==> src/rtl/pc_sequencer.sv <==
// Program counter sequencer: increment, relative branch, jump, and an optional
// return-address stack compiled in with `define PC_SEQ_RAS_EN.
module pc_sequencer #(
    parameter int              PC_W      = 8,
    parameter int              OFF_W     = 8,
    parameter logic [PC_W-1:0] RESET_VEC = '0,
    parameter int              RAS_DEPTH = 4
) (
    input  logic             clk,
    input  logic             reset,
    input  logic             en,
    input  logic [2:0]       op,
    input  logic             cond,
    input  logic [OFF_W-1:0] offset,
    input  logic [PC_W-1:0]  target,
    output logic [PC_W-1:0]  pc,
    output logic [1:0]       flags,
    output logic             ras_empty,
    output logic             ras_full
);

    typedef enum logic [2:0] {
        OP_INC   = 3'b000,
        OP_BRREL = 3'b001,
        OP_JMP   = 3'b010,
        OP_CALL  = 3'b011,
        OP_RET   = 3'b100
    } op_e;

    logic [PC_W-1:0] pc_inc;
    logic            inc_wrap;
    logic [PC_W+1:0] off_ext;
    logic [PC_W+1:0] br_sum;
    logic [PC_W-1:0] pc_nxt;
    logic            wrap_nxt;
    logic            wrap_q;
    logic            err_q;

    // Two guard bits above the PC: bit PC_W catches carry, bit PC_W+1 catches borrow.
    assign {inc_wrap, pc_inc} = {1'b0, pc} + (PC_W+1)'(1);
    assign off_ext = {{(PC_W+2-OFF_W){offset[OFF_W-1]}}, offset};
    assign br_sum  = {2'b00, pc} + off_ext;
    assign flags   = {err_q, wrap_q};

`ifdef PC_SEQ_RAS_EN
    localparam int CNT_W = $clog2(RAS_DEPTH + 1);
    localparam int IDX_W = (RAS_DEPTH > 1) ? $clog2(RAS_DEPTH) : 1;

    logic [PC_W-1:0]  ras_mem [RAS_DEPTH];
    logic [CNT_W-1:0] ras_cnt;
    logic [CNT_W-1:0] cnt_nxt;
    logic [IDX_W-1:0] push_idx;
    logic [IDX_W-1:0] top_idx;
    logic             push;
    logic             pop;
    logic             err_nxt;

    assign push_idx = IDX_W'(ras_cnt);
    assign top_idx  = IDX_W'(ras_cnt - CNT_W'(1));
`endif

    // NOTE: every variable gets a default first so no path leaves one unassigned (no latches).
    always_comb begin
        pc_nxt   = pc_inc;
        wrap_nxt = inc_wrap;
`ifdef PC_SEQ_RAS_EN
        push     = 1'b0;
        pop      = 1'b0;
        err_nxt  = 1'b0;
`endif
        case (op)
            OP_INC: ;
            OP_BRREL: begin
                if (cond) begin
                    pc_nxt   = br_sum[PC_W-1:0];
                    wrap_nxt = br_sum[PC_W+1] | br_sum[PC_W];
                end
            end
            OP_JMP: begin
                pc_nxt   = target;
                wrap_nxt = 1'b0;
            end
            OP_CALL: begin
                pc_nxt   = target;
                wrap_nxt = 1'b0;
`ifdef PC_SEQ_RAS_EN
                if (ras_full) err_nxt = 1'b1;
                else          push    = 1'b1;
`endif
            end
            OP_RET: begin
`ifdef PC_SEQ_RAS_EN
                // An empty-stack return falls through to pc+1 but never reports wrap.
                wrap_nxt = 1'b0;
                if (ras_empty) begin
                    err_nxt = 1'b1;
                end else begin
                    pop    = 1'b1;
                    pc_nxt = ras_mem[top_idx];
                end
`endif
            end
            default: ;
        endcase
    end

    // NOTE: sequential state uses non-blocking assignments so all flops update together.
    always_ff @(posedge clk) begin
        if (reset) begin
            pc     <= RESET_VEC;
            wrap_q <= 1'b0;
        end else if (en) begin
            pc     <= pc_nxt;
            wrap_q <= wrap_nxt;
        end else begin
            wrap_q <= 1'b0;
        end
    end

`ifdef PC_SEQ_RAS_EN
    always_comb begin
        cnt_nxt = ras_cnt;
        if (push)     cnt_nxt = ras_cnt + CNT_W'(1);
        else if (pop) cnt_nxt = ras_cnt - CNT_W'(1);
    end

    always_ff @(posedge clk) begin
        if (reset) begin
            ras_cnt   <= '0;
            ras_empty <= 1'b1;
            ras_full  <= 1'b0;
            err_q     <= 1'b0;
        end else if (en) begin
            ras_cnt   <= cnt_nxt;
            ras_empty <= (cnt_nxt == '0);
            ras_full  <= (cnt_nxt == CNT_W'(RAS_DEPTH));
            err_q     <= err_nxt;
        end else begin
            err_q     <= 1'b0;
        end
    end

    // NOTE: stack storage is deliberately not reset; the count alone defines valid entries.
    always_ff @(posedge clk) begin
        if (!reset && en && push) ras_mem[push_idx] <= pc_inc;
    end
`else
    assign err_q     = 1'b0;
    assign ras_empty = 1'b1;
    assign ras_full  = 1'b0;
`endif

endmodule
==> config.mk <==
export PLATFORM = sky130hd
export DESIGN_NAME = pc_sequencer
export DESIGN_NICKNAME = d
export VERILOG_FILES = /design/src/rtl/pc_sequencer.sv
export SDC_FILE = /design/constraint.sdc
export NUM_CORES = 1
export LEC_CHECK = 0
export ABC_CLOCK_PERIOD_IN_PS = 2430
export CORE_ASPECT_RATIO = 0.6
export CORE_MARGIN = 2
export CORE_UTILIZATION = 40
export CTS_BUF_LIST = sky130_fd_sc_hd__clkbuf_4 sky130_fd_sc_hd__clkbuf_8
export CTS_CLUSTER_DIAMETER = 60
export CTS_CLUSTER_SIZE = 24
export DETAILED_ROUTE_END_ITERATION = 10
export PLACE_DENSITY = 0.71
export SETUP_SLACK_MARGIN = 0.05
export SLEW_MARGIN = 20
export SYNTH_ARGS = -nofsm -noshare
export SYNTH_HDL_FRONTEND = slang
export SYNTH_SLANG_ARGS = --single-unit
==> constraint.sdc <==
create_clock -name clk -period 2.43 [get_ports clk]
set_input_delay 0.3645 -clock clk [delete_from_list [all_inputs] [get_ports clk]]
set_output_delay 0.3645 -clock clk [all_outputs]
set_load 0.1 [all_outputs]
==> load_flow_metrics.sql <==
INSERT INTO impl_metrics (metric_group, metric, value, unit) VALUES
('status', 'run_status', 'finished clean', ''),
('placed_design', 'gp_congestion', '0.8679', ''),
('yosys', 'synthTopCellsByArea', 'sky130_fd_sc_hd__dfxtp_1 17%, sky130_fd_sc_hd__ha_1 12%, sky130_fd_sc_hd__nor2_1 5.0%', ''),
('global_route', 'grt_overflow_total', '0', ''),
('clocking', 'clock_insertion_delay_worst_skew', '0.24', 'ns'),
('setup_path', 'criticalPathCategory', 'in2reg', ''),
('yosys', 'syn-cell-area', '1060', 'sq um'),
('setup_path', 'worst-r2r-setup-slack', '0.36', 'ns'),
('routing', 'detail_route.iter0.violations', '52', ''),
('clocking', 'cts_resized', '0', ''),
('routing', 'drcViolationCount', '0', ''),
('clocking', 'h-tree-depth', '1', ''),
('routing', 'routed_wl', '3186', 'um'),
('sta', 'worstMarginPinSlew', '0.5311', 'ns'),
('finish', 'layout.nets', '209', ''),
('setup_path', 'critical_path_buf_inv_count', '2', ''),
('sta', 'post-route-min-period', '2.219', 'ns'),
('routing', 'drt.antenna.violating_nets', '0', ''),
('power_and_ir_drop', 'swShare', '41.83', '%'),
('setup_path', 'crit_slowest_cell', 'sky130_fd_sc_hd__clkdlybuf4s50_1', ''),
('sta', 'finalSetupViolCount', '0', ''),
('setup_path', 'crit_chain', 'clkdlybuf4s50_1, ha_1, inv_1, fa_1, nand2b_1, a21oi_2, xnor2_1, a211o_1, a211oi_1', ''),
('setup_path', 'data_arrival_critical_path', '2.38', 'ns'),
('routing', 'drt-vias-per-instance', '5.510', ''),
('finish', 'mostFrequentLayoutCell', 'sky130_fd_sc_hd__clkdlybuf4s50_1', ''),
('floorplan', 'die_area', '3091', 'sq um'),
('yosys', 'yosys-mux-area-fraction', '0.9445', '%'),
('finish', 'layout-area-overhead-vs-synth', '36.25', '%'),
('yosys', 'synthArstFlopShare', '0', '%'),
('flow_run', 'drv_cap', '0', ''),
('finish', 'seq_area', '186.4', 'sq um'),
('sta', 'pins_over_slew_limit', '0', ''),
('floorplan', 'fp.dieW', '70.45', 'um'),
('finish', 'highest_count_cells_in_the_layout_ignoring_fill_and_taps', '22 x sky130_fd_sc_hd__clkdlybuf4s50_1, 15 x sky130_fd_sc_hd__buf_4, 14 x sky130_fd_sc_hd__nor2_1', ''),
('sta', 'rsz0062_at_grt', 'no', ''),
('global_route', 'global_route_wire_length_before_repair', '5188', 'um'),
('placed_design', 'place_hpwl', '2580', 'um'),
('setup_path', 'cp_data_required_time', '2.59', 'ns'),
('sta', 'report.final.hold_viol_count', '0', ''),
('setup_path', 'worst_setup_startpoint', 'offset[0]', ''),
('clocking', 'clock-root-buffer', 'sky130_fd_sc_hd__clkbuf_8', ''),
('setup_path', 'worst_path_largest_cell_delay', '0.46', 'ns'),
('floorplan', 'die-height', '43.87', 'um'),
('yosys', 'synth-main-ff-cell', 'sky130_fd_sc_hd__dfxtp_1', ''),
('finish', 'post_route_cells_drive_above_1_share', '17.82', '%'),
('yosys', 'synth_top_family_by_area', 'compound AO/OA/AOI/OAI gates', ''),
('power_and_ir_drop', 'power.density_cell_area', '484.2', 'nW/um^2'),
('clocking', 'post_cts.repair.setup_buffers', '0', ''),
('setup_path', 'kind_of_cell_adding_the_most_delay_to_the_critical_path', 'compound AO/OA/AOI/OAI gates', ''),
('floorplan', 'initial_utilization', '42.31', '%'),
('sta', 'slew-limit-headroom', '64.52', '%'),
('routing', 'drt-pass1-iter-count', '4', ''),
('floorplan', 'rows', '14', ''),
('yosys', 'yosys.area_share.xor_xnor', '7.438', '%'),
('power_and_ir_drop', 'clockPowerShare', '27.9', '%'),
('power_and_ir_drop', 'p_sw', '0.2925', 'mW'),
('clocking', 'tritoncts.num_buffers', '3', ''),
('yosys', 'netlist_instances', '140', ''),
('floorplan', 'num_io_pins', '35', ''),
('power_and_ir_drop', 'fin_total_pwr', '0.6992', 'mW'),
('power_and_ir_drop', 'maximum_vdd_drop', '0.2334', 'mV'),
('clocking', 'postCtsHoldBufs', '0', ''),
('hold_path', 'timing.hold.worst.start', 'pc[3]', ''),
('power_and_ir_drop', 'static-leakage-power', '0.6390', 'nW'),
('yosys', 'number_of_different_library_cells_in_the_post_synthesis_netlist', '43', ''),
('routing', 'mean_routed_wirelength_per_cell', '15.47', 'um'),
('setup_path', 'worstReg2RegStart', 'pc[0]', ''),
('global_route', 'grt_util_all_layers', '22.32', '%'),
('clocking', 'cts.clk_slew.worst_paths', '0.05', 'ns'),
('global_route', 'number_of_global_route_vias_before_repair', '1110', ''),
('global_route', 'grt_antenna_before_repair', '0', '');
sequential cells by signal, summed over array words and instances (netlist names):
name,cells
pc,8
wrap_q,1
final timing paths:
kind              endpoint  cells after the start
setup / recovery     pc[4]                      9
hold / removal       pc[3]                      2
setup reg to reg     pc[4]                      8
hold reg to reg      pc[3]                      2
power groups by stage:
| stage | logic, mW | registers (mW) | clock network [mW] |
|---|---|---|---|
| after floorplan | 0.153 | 0.252 | 0 |
| after global placement | 0.313 | 0.183 | 0 |
| after detailed placement | 0.320 | 0.184 | 0 |
| after CTS | 0.322 | 0.181 | 0.197 |
| after global routing | 0.347 | 0.183 | 0.202 |
| final | 0.323 | 0.181 | 0.195 |
metal layers:
metal / GRT usage [%] / part of all wire [%] / wire (um) / vias to the layer above
li1: - / - / - / 571
met1: 28.39 / 45 / 1435 / 505
met2: 35.85 / 44 / 1399 / 53
met3: 7.442 / 9.6 / 305 / 6
met4: 8.077 / 1.4 / 45 / 0
met5: 0 / 0 / 0 / -
synthesized netlist by cell type, types with 2 or more instances:
master,n
sky130_fd_sc_hd__a211oi_1,3
sky130_fd_sc_hd__a21o_1,4
sky130_fd_sc_hd__a21oi_1,8
sky130_fd_sc_hd__a21oi_2,2
sky130_fd_sc_hd__a221oi_1,2
sky130_fd_sc_hd__and3_1,3
sky130_fd_sc_hd__buf_2,2
sky130_fd_sc_hd__buf_4,4
sky130_fd_sc_hd__clkbuf_1,2
sky130_fd_sc_hd__conb_1,2
sky130_fd_sc_hd__dfxtp_1,9
sky130_fd_sc_hd__ha_1,10
sky130_fd_sc_hd__inv_1,7
sky130_fd_sc_hd__nand2_1,13
sky130_fd_sc_hd__nand2b_1,2
sky130_fd_sc_hd__nand3_1,10
sky130_fd_sc_hd__nand4_1,3
sky130_fd_sc_hd__nor2_1,14
sky130_fd_sc_hd__nor2b_1,3
sky130_fd_sc_hd__o2111ai_1,2
sky130_fd_sc_hd__o211a_1,2
sky130_fd_sc_hd__o211ai_1,2
sky130_fd_sc_hd__o21ai_0,3
sky130_fd_sc_hd__o221a_2,2
sky130_fd_sc_hd__xnor2_1,5
sky130_fd_sc_hd__xor2_1,4
stage by stage:
stage	instances	cell area (sq um)	utilization [%]	TNS, ns
after floorplan	141	1070	-	0
after global placement	202	1395	55.69	0
after detailed placement	202	1395	55.69	-0.04114
after CTS	206	1444	57.64	0
after global routing	206	1444	57.64	0
final	206	1444	57.64	0
worst reg2reg max path, stage by stage (launching register included):
cell	delay (ns)
sky130_fd_sc_hd__dfxtp_2	0.40
sky130_fd_sc_hd__ha_1	0.19
sky130_fd_sc_hd__inv_1	0.05
sky130_fd_sc_hd__fa_1	0.37
sky130_fd_sc_hd__nand2b_1	0.16
sky130_fd_sc_hd__a21oi_2	0.22
sky130_fd_sc_hd__xnor2_1	0.09
sky130_fd_sc_hd__a211o_1	0.29
sky130_fd_sc_hd__a211oi_1	0.19
cell families after synthesis:
group / count (synthesis)
other: 2
buffers and inverters: 15
DFF: 9
adders and majority gates: 11
AOI/OAI and AO/OA: 39
xor gates and xnor gates: 9
and+or+nand+nor: 54
muxes: 1
cell type report:
type	count	share of cell area, %
Multi-Input combinational cell	117	56.07
Timing Repair Buffer	37	23.05
Sequential cell	9	12.91
Clock buffer	4	3.380
Tap cell	32	2.773
Inverter	7	1.820
Power figures use the tool's default switching activity.
